==> src/rtl/uart_tx_ctrl.sv <==
// UART transmit controller: frames a latched byte as start, 8 data bits LSB-first,
// optional parity and stop, driving the external 8-bit serializer during the data phase.
module uart_tx_ctrl (
   input  logic       clk,
   input  logic       rst,
   input  logic [7:0] P_DATA,
   input  logic       Data_Valid,
   input  logic       PAR_EN,
   input  logic       PAR_TYP,
   input  logic       ser_done,
   input  logic       ser_data,
   output logic       ser_en,
   output logic [7:0] ser_data_in,
   output logic       TX_OUT,
   output logic       busy
);

   typedef enum logic [2:0] {
      StIdle   = 3'd0,
      StStart  = 3'd1,
      StData   = 3'd2,
      StParity = 3'd3,
      StStop   = 3'd4
   } state_e;

   state_e     state_q, state_d;
   logic [7:0] data_q;
   logic       par_en_q;
   logic       par_typ_q;
   logic       accept;

   // A new byte may only be taken when the line is idle or finishing its stop bit.
   assign accept = Data_Valid && ((state_q == StIdle) || (state_q == StStop));

   always_ff @(posedge clk or negedge rst) begin
      if (!rst) begin
         state_q   <= StIdle;
         data_q    <= 8'h00;
         par_en_q  <= 1'b0;
         par_typ_q <= 1'b0;
      end else begin
         state_q <= state_d;
         if (accept) begin
            data_q    <= P_DATA;
            par_en_q  <= PAR_EN;
            par_typ_q <= PAR_TYP;
         end
      end
   end

   always_comb begin
      state_d = state_q;
      ser_en  = 1'b0;
      TX_OUT  = 1'b1;
      unique case (state_q)
         StIdle: begin
            if (accept) state_d = StStart;
         end
         StStart: begin
            TX_OUT  = 1'b0;
            state_d = StData;
         end
         StData: begin
            ser_en = 1'b1;
            TX_OUT = ser_data;
            if (ser_done) state_d = par_en_q ? StParity : StStop;
         end
         StParity: begin
            TX_OUT  = (^data_q) ^ par_typ_q;
            state_d = StStop;
         end
         StStop: begin
            state_d = accept ? StStart : StIdle;
         end
         default: begin
            state_d = StIdle;
         end
      endcase
   end

   assign busy        = (state_q != StIdle);
   assign ser_data_in = data_q;

endmodule

==> config.mk <==
export PLATFORM = sky130hd
export DESIGN_NAME = uart_tx_ctrl
export DESIGN_NICKNAME = d
export VERILOG_FILES = /design/src/rtl/uart_tx_ctrl.sv
export SDC_FILE = /design/constraint.sdc
export NUM_CORES = 1
export LEC_CHECK = 0
export ABC_AREA = 1
export CAP_MARGIN = 20
export CORE_UTILIZATION = 41
export DETAILED_ROUTE_END_ITERATION = 12
export PLACE_DENSITY = 0.75
export SLEW_MARGIN = 20
export SYNTH_ARGS = -nofsm -noshare
export SYNTH_HDL_FRONTEND = slang
export SYNTH_SLANG_ARGS = --single-unit
export TNS_END_PERCENT = 20
==> constraint.sdc <==
create_clock -name clk -period 3.16 [get_ports clk]
set_input_delay 0.632 -clock clk [delete_from_list [all_inputs] [get_ports clk]]
set_output_delay 0.632 -clock clk [all_outputs]
set_load 0.01 [all_outputs]
==> flow_summary.yaml, run 1 <==
status:
  outcome: "finished, final reports clean"
global_routing:
  grt_pass1_vias: 610
  overflow: 0
  grt_max_degree: 18
  track_usage: 0.167
  antenna_found_initial: 0
  grt_pass1_wl_um: 2300
synthesis:
  synth_largest_area_cell: "dfrtp_1"
  synth-seq-area-share: 0.460
  yosysTopAreaCellShare: 0.460
  ys_types: 18
  yosys_warnings: 0
  ys_ff_latch: 13
  syn_avg_cell_area_um2: 7.77
  syn-instance-count: 91
  synthTopCellsByArea: "dfrtp_1 46%, nand2_1 14%, a21oi_1 7.1%, nor2_1 6.4%, inv_1 4.8%"
  synth.net_count: 106
  netlist_area_um2: 707
placement:
  numPortBuffers: 25
  placed_area_um2: 970
  gp_congestion: 0.805
  dpl.hpwl_um: 1120
sta:
  rsz0062_at_grt: "no"
  setup_tns_ns: 0
  max_freq_mhz: 403
  setup_viol: 0
  maxSlewHeadroom: 0.626
  hold_ws_ns: 0.545
  slew_violations: 0
  tightestPinTransition_ns: 0.560
  fin_crit_sh: 0.785
  period_minus_slack_ns: 2.48
  skew_ns: 0.00784
  hold_viol_final: 0
setup_path:
  r2r-start: "state_q[0]$_DFFE_PN0P_"
  critPathCaptureType: "primary output"
  critPathKind: "reg2out"
  timing.rr.end: "ser_data_in[6]$_DFFE_PN0P_"
  r2r_cells: 3
  arrival_ns: 1.85
  ff2ff_setup_slack_ns: 1.89
  path_max_fanout: 4
  start_kind: "flop"
  worst_ep_required_time_ns: 2.53
die:
  initial_core_util: 0.453
  coreArea_um2: 1560
  die_width_um: 43.5
  ios: 26
  die_h_um: 43.5
  num_rows: 14
  die_area_um2: 1890
route:
  via_count: 656
  wl_per_cell_um: 10.3
  ant_nets: 0
  drc: 0
  drt-initial-drc-count: 9
  drt-total-wl_um: 1390
  drt_pre_antenna_iters: 3
  vias_per_cell: 4.86
power:
  p_leak_nw: 0.482
  ir_drop_v: 0.000574
  powerDensity_nw_per_um2: 1030
  finalPower_w: 0.00103
clock_tree:
  cts.sinks: 13
  clockRootBuffer: "clkbuf_4"
  hold_buffers: 0
  postCtsSetupRepairBufs: 0
  clk_pin_slew_worst_paths_ns: 0.08
  clock_path_buffers: 2
  clk_latency_ns: 0.28
  cts.htree.levels: 1
  ctsResizeCount: 0
  numCtsBuffers: 3
  cts_tree: "built"
final_layout:
  final_common_cell: "nand2_1"
  n_antenna_cell: 0
  fin_util: 0.639
  multi_input_area_um2: 337
  final-seq-area_um2: 325
  fillers: 143
  drive_above_1_share: 0.118
  fin_area_um2: 996
  final_cell_mix: "27 x nand2_1, 25 x clkdlybuf4s50_1, 13 x dfrtp_1, 12 x nor2_1, 10 x a21oi_1"
  area_delta_synth_final_pct: 40.9
  nets: 135
job:
  cap_viol_max_count: 0
min_path:
  whs_endpoint: "par_en_q$_DFFE_PN0P_"
  hold_path_depth: 2
  hp-start: "par_en_q$_DFFE_PN0P_"
  hold_class: "reg2reg"
critical path, cell delays in order, from the launching register on:
cell,delay [ns]
dfrtp_1,0.41
inv_1,0.11
nand2_1,0.06
nand2_1,0.07
nand2_1,0.06
nand3_1,0.11
nand2_1,0.06
nand2_1,0.05
nand3_1,0.06
nand2_1,0.06
clkdlybuf4s50_1,0.52
state kept, by name, indices dropped and copies added (netlist names):
signal and flops:
par_typ_q 1, par_en_q 1, state_q 3, ser_data_in 8
per-stage QoR:
stage	setup WS, ns	std cells
after floorplan	1.52	91
after global routing	0.529	135
after CTS	0.640	135
after detailed placement	0.777	131
final	0.680	135
after global placement	0.789	131
layer usage:
layer | part of all wire | vias up | wire length [um] | global-route usage
met5 | 0 | - | 0 | 0
met4 | 0.010 | 0 | 14 | 0.0563
met3 | 0.035 | 2 | 48 | 0.0625
met2 | 0.53 | 11 | 739 | 0.306
met1 | 0.42 | 300 | 585 | 0.173
li1 | - | 343 | - | -
power by group:
group / switching (W) / internal [W] / total [W]
clock: 0.0000511 / 0.0000489 / 0.000100
sequential: 0.0000735 / 0.000248 / 0.000322
combinational: 0.000306 / 0.000302 / 0.000608
synth_stat cells (all sizes together):
master / number
a21oi: 10
buf: 1
dfrtp: 13
inv: 10
mux2: 3
nand2: 29
nand3: 4
nand3b: 1
nor2: 14
o21ai: 3
or2: 1
xnor2: 1
xor2: 1
cell families (layout without fill, tap and decap cells):
kind of cell / after synthesis / count (layout) / share of synthesized area
buf+inv: 11 / 39 / 0.0637
xor+xnor: 2 / 2 / 0.0248
simple gates: 49 / 49 / 0.301
mux: 3 / 3 / 0.0478
flops: 13 / 13 / 0.460
compound gates: 13 / 13 / 0.103
worst max-delay path by stage:
stage / endpoint / startpoint / slack (ns) / cells past startpoint
after detailed placement: TX_OUT / ser_data / 0.78 / 4
after global routing: TX_OUT / ser_data_in[4]$_DFFE_PN0P_ / 0.53 / 10
after global placement: TX_OUT / ser_data / 0.79 / 4
after floorplan: TX_OUT / ser_data_in[4]$_DFFE_PN0P_ / 1.52 / 9
final: TX_OUT / ser_data_in[3]$_DFFE_PN0P_ / 0.68 / 10
after CTS: TX_OUT / ser_data_in[3]$_DFFE_PN0P_ / 0.64 / 10
final cells by class:
class / count / area share
inverter: 10 / 0.0377
multi-input combinational: 67 / 0.338
tap: 16 / 0.0201
timing repair buffer: 25 / 0.251
clock buffer: 4 / 0.0264
sequential: 13 / 0.327
Note: power is estimated with default switching activity, not from simulation.
==> run 2, diff against run 1 <==
==> constraint.sdc (replaced) <==
create_clock -name clk -period 2.5 [get_ports clk]
set_input_delay 0.5 -clock clk [delete_from_list [all_inputs] [get_ports clk]]
set_output_delay 0.5 -clock clk [all_outputs]
set_load 0.01 [all_outputs]
==> results of run 2 <==
Same layout as run 1 (identical final DEF). Status: finished, final reports clean.
Among the figures that moved: setup slack after placement 0.777 ns -> 0.381 ns; setup slack after layout 0.680 ns -> 0.152 ns; register-to-register setup slack 1.89 ns -> 1.23 ns; total power 0.00103 W -> 0.00130 W; worst IR drop on VDD 0.000574 V -> 0.000726 V
==> run 3, diff against run 2 <==
--- a/config.mk
+++ b/config.mk
@@ -9,6 +9,7 @@
 export CAP_MARGIN = 20
 export CORE_UTILIZATION = 41
 export DETAILED_ROUTE_END_ITERATION = 12
+export GPL_ROUTABILITY_DRIVEN = 0
 export PLACE_DENSITY = 0.75
 export SLEW_MARGIN = 20
 export SYNTH_ARGS = -nofsm -noshare
==> results of run 3 <==
Same layout as run 1 (identical final DEF). Status: finished, final reports clean.
Among the figures that moved: setup slack after placement 0.777 ns -> 0.381 ns; setup slack after layout 0.680 ns -> 0.152 ns; register-to-register setup slack 1.89 ns -> 1.23 ns; total power 0.00103 W -> 0.00130 W; worst IR drop on VDD 0.000574 V -> 0.000726 V
